File: src/rtl/chrono_counter.sv
// Stopwatch/timer: a millisecond prescaler drives an H:MM:SS.mmm counter that counts up or down,
// with start/stop, lap capture, preset load and clear.
module chrono_counter #(
    parameter int CLK_PER_MS = 50000,
    parameter int HOURS_W    = 4,
    parameter int MAX_HOURS  = 9
) (
    input  logic               clk,
    input  logic               reset,
    input  logic               st_signal,
    input  logic               lap,
    input  logic               clear,
    input  logic               mode,
    input  logic               load,
    input  logic [HOURS_W-1:0] pre_h,
    input  logic [5:0]         pre_m,
    input  logic [5:0]         pre_s,
    input  logic [9:0]         pre_ms,
    output logic [HOURS_W-1:0] hours,
    output logic [5:0]         minutes,
    output logic [5:0]         seconds,
    output logic [9:0]         milliseconds,
    output logic [HOURS_W-1:0] lap_h,
    output logic [5:0]         lap_m,
    output logic [5:0]         lap_s,
    output logic [9:0]         lap_ms,
    output logic               lap_valid,
    output logic               running,
    output logic               overflow,
    output logic               expired
);

    localparam int PW = (CLK_PER_MS > 1) ? $clog2(CLK_PER_MS) : 1;
    localparam logic [PW-1:0]      PRESC_MAX = PW'(CLK_PER_MS - 1);
    localparam logic [HOURS_W-1:0] H_MAX     = HOURS_W'(MAX_HOURS);

    function automatic logic [9:0] sat_ms(input logic [9:0] v);
        return (v > 10'd999) ? 10'd999 : v;
    endfunction

    function automatic logic [5:0] sat_60(input logic [5:0] v);
        return (v > 6'd59) ? 6'd59 : v;
    endfunction

    function automatic logic [HOURS_W-1:0] sat_h(input logic [HOURS_W-1:0] v);
        return (v > H_MAX) ? H_MAX : v;
    endfunction

    logic [HOURS_W-1:0] r_h, r_lap_h;
    logic [5:0]         r_m, r_s, r_lap_m, r_lap_s;
    logic [9:0]         r_ms, r_lap_ms;
    logic [PW-1:0]      r_presc;
    logic               r_running, r_mode, r_lap_valid, r_ovf, r_exp;
    logic               r_st_d, r_lap_d;

    logic w_st_edge, w_lap_edge, w_tick;
    logic w_ms_max, w_s_max, w_m_max, w_h_max;
    logic w_ms_z, w_s_z, w_m_z, w_h_z;
    logic w_up_wrap, w_dn_expire;
    logic [HOURS_W-1:0] w_up_h, w_dn_h;
    logic [5:0]         w_up_m, w_up_s, w_dn_m, w_dn_s;
    logic [9:0]         w_up_ms, w_dn_ms;

    assign w_st_edge  = st_signal & ~r_st_d;
    assign w_lap_edge = lap & ~r_lap_d;
    assign w_tick     = r_running && (r_presc == PRESC_MAX);

    assign w_ms_max = (r_ms == 10'd999);
    assign w_s_max  = (r_s == 6'd59);
    assign w_m_max  = (r_m == 6'd59);
    assign w_h_max  = (r_h == H_MAX);
    assign w_ms_z   = (r_ms == 10'd0);
    assign w_s_z    = (r_s == 6'd0);
    assign w_m_z    = (r_m == 6'd0);
    assign w_h_z    = (r_h == '0);

    // Carry chain for counting up; the hour field wraps only when every lower field is at its limit.
    assign w_up_ms   = w_ms_max ? 10'd0 : r_ms + 10'd1;
    assign w_up_s    = w_ms_max ? (w_s_max ? 6'd0 : r_s + 6'd1) : r_s;
    assign w_up_m    = (w_ms_max && w_s_max) ? (w_m_max ? 6'd0 : r_m + 6'd1) : r_m;
    assign w_up_h    = (w_ms_max && w_s_max && w_m_max) ? (w_h_max ? '0 : r_h + HOURS_W'(1)) : r_h;
    assign w_up_wrap = w_ms_max && w_s_max && w_m_max && w_h_max;

    // Borrow chain for counting down; a tick at or onto all-zero is the expiry case.
    assign w_dn_ms     = w_ms_z ? 10'd999 : r_ms - 10'd1;
    assign w_dn_s      = w_ms_z ? (w_s_z ? 6'd59 : r_s - 6'd1) : r_s;
    assign w_dn_m      = (w_ms_z && w_s_z) ? (w_m_z ? 6'd59 : r_m - 6'd1) : r_m;
    assign w_dn_h      = (w_ms_z && w_s_z && w_m_z) ? r_h - HOURS_W'(1) : r_h;
    assign w_dn_expire = w_h_z && w_m_z && w_s_z && (r_ms <= 10'd1);

    always_ff @(posedge clk) begin
        if (reset) begin
            r_h         <= '0;
            r_m         <= '0;
            r_s         <= '0;
            r_ms        <= '0;
            r_lap_h     <= '0;
            r_lap_m     <= '0;
            r_lap_s     <= '0;
            r_lap_ms    <= '0;
            r_presc     <= '0;
            r_running   <= 1'b0;
            r_mode      <= 1'b0;
            r_lap_valid <= 1'b0;
            r_ovf       <= 1'b0;
            r_exp       <= 1'b0;
            r_st_d      <= 1'b0;
            r_lap_d     <= 1'b0;
        end else begin
            r_st_d  <= st_signal;
            r_lap_d <= lap;
            r_ovf   <= 1'b0;
            r_exp   <= 1'b0;
            if (w_st_edge) begin
                r_running <= ~r_running;
                if (!r_running) r_mode <= mode;
            end
            if (clear) begin
                r_h         <= '0;
                r_m         <= '0;
                r_s         <= '0;
                r_ms        <= '0;
                r_lap_h     <= '0;
                r_lap_m     <= '0;
                r_lap_s     <= '0;
                r_lap_ms    <= '0;
                r_presc     <= '0;
                r_lap_valid <= 1'b0;
            end else if (!r_running) begin
                if (load) begin
                    r_h  <= sat_h(pre_h);
                    r_m  <= sat_60(pre_m);
                    r_s  <= sat_60(pre_s);
                    r_ms <= sat_ms(pre_ms);
                end
            end else begin
                if (w_lap_edge) begin
                    r_lap_h     <= r_h;
                    r_lap_m     <= r_m;
                    r_lap_s     <= r_s;
                    r_lap_ms    <= r_ms;
                    r_lap_valid <= 1'b1;
                end
                r_presc <= w_tick ? '0 : r_presc + PW'(1);
                if (w_tick) begin
                    if (!r_mode) begin
                        r_h   <= w_up_h;
                        r_m   <= w_up_m;
                        r_s   <= w_up_s;
                        r_ms  <= w_up_ms;
                        r_ovf <= w_up_wrap;
                    end else if (w_dn_expire) begin
                        // Expiry overrides a coincident start/stop toggle: the timer always ends stopped.
                        r_h       <= '0;
                        r_m       <= '0;
                        r_s       <= '0;
                        r_ms      <= '0;
                        r_exp     <= 1'b1;
                        r_running <= 1'b0;
                    end else begin
                        r_h  <= w_dn_h;
                        r_m  <= w_dn_m;
                        r_s  <= w_dn_s;
                        r_ms <= w_dn_ms;
                    end
                end
            end
        end
    end

    assign hours        = r_h;
    assign minutes      = r_m;
    assign seconds      = r_s;
    assign milliseconds = r_ms;
    assign lap_h        = r_lap_h;
    assign lap_m        = r_lap_m;
    assign lap_s        = r_lap_s;
    assign lap_ms       = r_lap_ms;
    assign lap_valid    = r_lap_valid;
    assign running      = r_running;
    assign overflow     = r_ovf;
    assign expired      = r_exp;

endmodule

File: config.mk
export PLATFORM = sky130hd
export DESIGN_NAME = chrono_counter
export DESIGN_NICKNAME = d
export VERILOG_FILES = /design/src/rtl/chrono_counter.sv
export SDC_FILE = /design/constraint.sdc
export NUM_CORES = 1
export LEC_CHECK = 0
export ABC_AREA = 1
export CAP_MARGIN = 10
export CORE_MARGIN = 8
export CORE_UTILIZATION = 35
export DETAILED_ROUTE_END_ITERATION = 8
export GPL_TIMING_DRIVEN = 0
export SYNTH_ARGS = -nofsm -noshare
export SYNTH_HDL_FRONTEND = slang
export SYNTH_SLANG_ARGS = --single-unit
export TNS_END_PERCENT = 30
File: constraint.sdc
create_clock -name clk -period 2.3 [get_ports clk]
set_clock_uncertainty 0.05 [all_clocks]
set_input_delay 0.46 -clock clk [delete_from_list [all_inputs] [get_ports clk]]
set_output_delay 0.46 -clock clk [all_outputs]
set_load 0.01 [all_outputs]
# Word-level counts from Yosys, hierarchy flattened
# Cells that the tools add are included.
# Widths: inputs -> output; s select.
[totals]
input_bits = 33
ff_bits = 75
wordCells = 117
[op_classes]
n_bitwise = 7
n_addsub = 9
eq_ne = 12
n_reduce_logical = 23
order_cmp = 5
mux = 45
[op_table]
columns = ["op", "n"]
rows = [
  ["$mux 6", 20],
  ["$mux 10", 8],
  ["$mux 4", 9],
  ["$add 16x1->16 const B", 1],
  ["$eq 16x16->1 const B", 1],
  ["$mux 16", 1],
  ["$add 6x1->6 const B", 2],
  ["$eq 6x6->1 const B", 2],
  ["$gt 6x6->1 const B", 2],
  ["$logic_not 6->1", 2],
  ["$ne 4x2->1 const B", 3],
  ["$reduce_and 4->1", 3],
  ["$sub 6x1->6 const B", 2],
  ["$add 10x1->10 const B", 1],
  ["$eq 10x10->1 const B", 1],
  ["$gt 10x10->1 const B", 1],
  ["$le 10x1->1 const B", 1],
  ["$logic_not 10->1", 1],
  ["$reduce_or 5->1", 2],
  ["$sub 10x1->10 const B", 1],
  ["$logic_and 1x1->1", 9],
  ["$ne 3x1->1 const B", 3],
  ["$mux 1", 7],
  ["$reduce_and 2->1", 3],
  ["other kinds (10)", 15],
]

# Logic depth before layout (Yosys ltp)
[depth]
depth_word = 9
depth_mapped = 14
ltp_nobuf = 14

# Worst setup path before layout
# OpenSTA, ideal clock, no wires.
[synth_path]
kind = "reg-to-reg"
from = "register r_ms[0] (netlist: milliseconds[0])"
to = "register r_m[3] (netlist: minutes[3])"
setup_slack_ns = 0.437
setup_ns = 0.116
t_arrival_ns = 1.697
t_required_ns = 2.134
path_stages_with_launch = 14
n_path_buf = 0
period_less_slack_ns = 1.863
path_cell_list = "dfxtp_1 -> inv_1 -> ha_1 -> nand2_2 -> nor2_4 -> nand2_2 -> nor2_4 -> nand2_2 -> nor2_2 -> nor2_4 -> nor2_8 -> inv_2 -> nor2_1 -> nor2_1"
[synth_between]
elab_chain_len = 6
elab_cells_between_ends = 13
classes_between = "order compare: 1; eq/ne: 3; mux: 4; reduce/logical: 5"
[synth_lines]
columns = ["element", "line", "source"]
rows = [
  ["start, declared", "51", "logic [9:0] r_ms, r_lap_ms;"],
  ["start signal, assigned", "134", "r_ms <= sat_ms(pre_ms);"],
  ["start signal, assigned", "150", "r_ms <= w_up_ms;"],
  ["start signal, assigned", "164", "r_ms <= w_dn_ms;"],
  ["$le 10x1->1", "89", "assign w_dn_expire = w_h_z && w_m_z && w_s_z && (r_ms <= 10'd1);"],
  ["$logic_and 1x1->1", "89", ""],
  ["$mux 6", "152", "end else if (w_dn_expire) begin"],
  ["$mux 6", "146", "if (!r_mode) begin"],
  ["$mux 6", "145", "if (w_tick) begin"],
  ["$mux 6", "129", "end else if (!r_running) begin"],
  ["end signal, assigned", "132", "r_m <= sat_60(pre_m);"],
  ["end signal, assigned", "148", "r_m <= w_up_m;"],
  ["end signal, assigned", "162", "r_m <= w_dn_m;"],
  ["end, declared", "50", "logic [5:0] r_m, r_s, r_lap_m, r_lap_s;"],
]
# Parallel ways exist; a longest one is shown, timed or not. The select of a mux whose other input is x is not followed.
# A chain may end at the register's enable or synchronous reset.

# Worst setup path in the final report
[layout_path]
from = "register r_h[0] (netlist: hours[0])"
to = "register r_m[5] (netlist: minutes[5])"
[layout_between]
elab_chain_len = 8
elab_cells_between_ends = 10
classes_between = "eq/ne: 1; mux: 4; reduce/logical: 5"
[layout_lines]
columns = ["element", "line", "source"]
rows = [
  ["start, declared", "49", "logic [HOURS_W-1:0] r_h, r_lap_h;"],
  ["start signal, assigned", "131", "r_h <= sat_h(pre_h);"],
  ["start signal, assigned", "147", "r_h <= w_up_h;"],
  ["start signal, assigned", "161", "r_h <= w_dn_h;"],
  ["$logic_not 4->1 (*)", "75", "assign w_h_z = (r_h == '0);"],
  ["$logic_and 1x1->1 (*) (3 in series)", "89", ""],
  ["$mux 6", "152", ""],
  ["$mux 6", "146", ""],
  ["$mux 6", "145", ""],
  ["$mux 6", "129", ""],
]
# Mark *: on every way between the ends. The rest lies on a longest branch, timed or not. The select of a mux whose other input is x is not followed.

==> key figures <==
Outcome
  • Status: complete, no violations

Timing
  • Slew HR: 57.5%
  • # setup viols final: 0
  • Hold Fails Final Rpt: 0
  • Actual slew at the worst max-slew pin: 0.638 ns
  • RSZ-0062 raised after global routing: no
  • Fin crit share: 94.2%
  • Min Tclk post-route: 2.17 ns
  • Max-slew violation count: 0
  • Maximum clock frequency: 0.462 GHz

Global route
  • First-pass GRT wire length: 23,600 um
  • Most Used Layer, Global Route: met2
  • Grt total ovfl: 0
  • Initial antenna violation count: 0
  • GR Util met3: 3.98%
  • Met1 Use GR: 23.2%
  • GRT met2 Usage: 27.7%
  • GRT Total Usage: 17.6%
  • Pin count of the biggest net entering global routing: 14
  • Vias in the first global route: 4,461

Setup path
  • Setup CP Type: flop to flop
  • R2R Setup Slk: 0.13 ns
  • R2R depth: 14
  • WP data required: 2.48 ns
  • CP Capture Type: flop
  • Slowest-stage cell, CP: dfxtp_1
  • RR Endpoint: minutes[5]
  • Worst Path Arrival: 2.35 ns
  • Crit start category: flop
  • CP cell instances: inv_2 > ha_1 > inv_1 > nor2_2 > nand3_1 > nor2_4 > nand3_4 > nand2_4 > buf_6 > nor2_4 > nor2_8 > inv_2 > nor2_1 > nor2_1
  • Worst reg2reg path startpoint: hours[0]
  • Crit path largest cell delay: 0.36 ns
  • CP Max Fanout: 10

Placement
  • Dpl cell area: 5700 sq um
  • Number of port buffers: 88
  • Post-DP HPWL: 11,700 um
  • Gpl congestion: 0.871
  • Dpl cells: 921

Routing
  • DRT iter0 DRCs: 338
  • Vias/cell: 5.10
  • Pre-antenna DRT Iters: 5
  • Routed WL: 14,900 um
  • Total number of vias: 4,783
  • Wire per inst: 15.9 um
  • Detail Route Antenna Nets: 0
  • Drt drc: 0

Power
  • LEAKAGE: 2.38 nW
  • Max VDD drop: 0.000301 V
  • PwrDens: 614 nW/um^2
  • Pwr Total: 3.69 mW

Clocking
  • Clk_lat worst skew: 0.34 ns
  • Root Driver: clkbuf_16
  • CTS Hold Bufs: 0
  • H-tree depth: 3
  • Clock sink total: 75
  • TritonCTS clock tree: yes
  • Clk slew on worst S/H paths: 0.06 ns
  • Inserted Clock Buffers: 9
  • Setup bufs post-CTS: 0
  • CTS resizes: 0
  • Clk buf depth: 2

Final layout
  • Layout area overhead: 30.9%
  • Non-Filler Instances: 937
  • N_diodes: 0
  • Final net count: 804
  • Post-route cell area: 6020 sq um
  • Commonest non-fill, non-tap cell in the layout: nor2_1
  • Commonest non-fill, non-tap cells in the layout: nor2_1, clkdlybuf4s50_1, nand2_1
  • Layout cells sized above 1: 9.99%

Synthesis
  • Most used DFF post-synth: dfxtp_1
  • Mapped cell area: 4600 sq um
  • #FFs+latches synth: 75
  • Register area share after synthesis: 32.7%
  • Synth cell types: 43
  • Post-synth EDFFs: 0
  • Synthesized Nets: 705
  • Synthesized area per cell: 6.99 sq um
  • Share of synthesized flip-flops with an asynchronous set or reset: 0%
  • Mapped Cells: 657
  • Yosys warning total: 0

Run
  • Max_cap viols: 0

Floorplan
  • I/O pins: 89
  • Placeable Area: 13,000 sq um
  • Die area: 17,100 sq um
  • Die Span Y: 131 um
  • Initial Utilization: 35.3%
  • FP Rows: 42
  • Die width: 131 um

Hold path
  • Worst min path class: flop to flop
  • Hold Crit Endpoint: lap_valid
  • Min-Delay Startpoint: lap_valid
  • Hold path cells: 2
## cells by family (layout without fill, tap and decap cells)
logic type                 Yosys count  count (layout)  share of synthesized area (%)
DFF                                 75              75                           32.7
AOI/OAI and AO/OA                  143             143                           16.8
and+or+nand+nor                    301             301                           32.3
xor gates and xnor gates            27              27                           5.15
buffers and inverters               96             200                           9.07
adders and majority gates           15              15                           4.08
## layer usage
layer	vias to the layer above	wire, um
met4	0	277
met2	132	6700
li1	2394	-
met1	2238	6950
met3	19	997
met5	-	0
## synthesized netlist by cell type, types with 3 or more instances
| cell type | count | area share [%] |
|---|---|---|
| nand4_1 | 11 | 1.5 |
| o31ai_1 | 3 | 0.49 |
| buf_2 | 4 | 0.44 |
| inv_1 | 60 | 4.9 |
| o21ai_1 | 5 | 0.54 |
| nor3b_1 | 3 | 0.49 |
| nor2_1 | 97 | 7.9 |
| o21ai_0 | 66 | 7.2 |
| inv_2 | 9 | 0.74 |
| a21oi_1 | 52 | 5.7 |
| nor2_4 | 8 | 2.0 |
| clkbuf_1 | 12 | 0.98 |
| a31oi_1 | 5 | 0.68 |
| a22oi_1 | 4 | 0.65 |
| buf_6 | 5 | 1.2 |
| xor2_1 | 25 | 4.8 |
| nor4_1 | 3 | 0.41 |
| nor3_1 | 17 | 1.9 |
| o211ai_1 | 4 | 0.65 |
| nand3_1 | 51 | 5.6 |
| ha_1 | 15 | 4.1 |
| nand2_2 | 7 | 0.95 |
| nor2_2 | 4 | 0.54 |
| dfxtp_1 | 75 | 33 |
| nand2_1 | 86 | 7.0 |
## worst max path at each step
stage / start / to / slack (ns) / cells after the start
2_1_floorplan: milliseconds[0] / minutes[3] / 0.44 / 13
3_3_place_gp: reset / milliseconds[7] / -0.02 / 5
3_5_place_dp: lap / lap_ms[8] / -0.01 / 6
4_1_cts: hours[0] / minutes[2] / 0.02 / 14
5_1_grt: milliseconds[0] / minutes[5] / 0.008 / 13
6_report: hours[0] / minutes[5] / 0.13 / 14
## final cells by class
| class | instances | area (sq um) |
|---|---|---|
| well taps | 176 | 220 |
| plain buffers | 24 | 143 |
| inverters | 72 | 277 |
| multi-input cells | 486 | 2680 |
| clock buffers | 11 | 253 |
| repair buffers | 88 | 881 |
| fillers | 1380 | 7020 |
| clock inverters | 5 | 60.1 |
| flip-flops and latches | 75 | 1500 |
## worst max-delay path, delay by kind of cell, from the launching register on
family	cells	cell delay (ns)
simple gates	9	1.01
buf+inv	4	0.43
flops	1	0.36
fa+ha+maj	1	0.19
## where the power goes
group	internal, mW	switching, mW
registers	1.34	0.0535
logic	0.328	0.505
clock network	0.903	0.561
total	2.57	1.12
## metrics by stage
stage | setup TNS, ns | util (%) | worst slack, ns | hold WS [ns]
after detailed placement | -0.0351 | 43.7 | -0.0136 | 0.413
after CTS | 0 | 46.1 | 0.0155 | 0.433
final | 0 | 46.2 | 0.134 | 0.434
after global placement | -0.0211 | 43.7 | -0.0211 | 0.406
after floorplan | 0 | - | 0.437 | 0.413
after global routing | 0 | 46.2 | 0.00805 | 0.480
## sequential cells by signal, summed over array words and instances, names as in the netlist
signal / count
milliseconds: 10
r_st_d: 1
overflow: 1
r_mode: 1
lap_valid: 1
seconds: 6
minutes: 6
running: 1
lap_h: 4
r_presc: 16
lap_m: 6
lap_s: 6
lap_ms: 10
hours: 4
expired: 1
r_lap_d: 1
No activity file was read; power rests on OpenSTA's default activity.
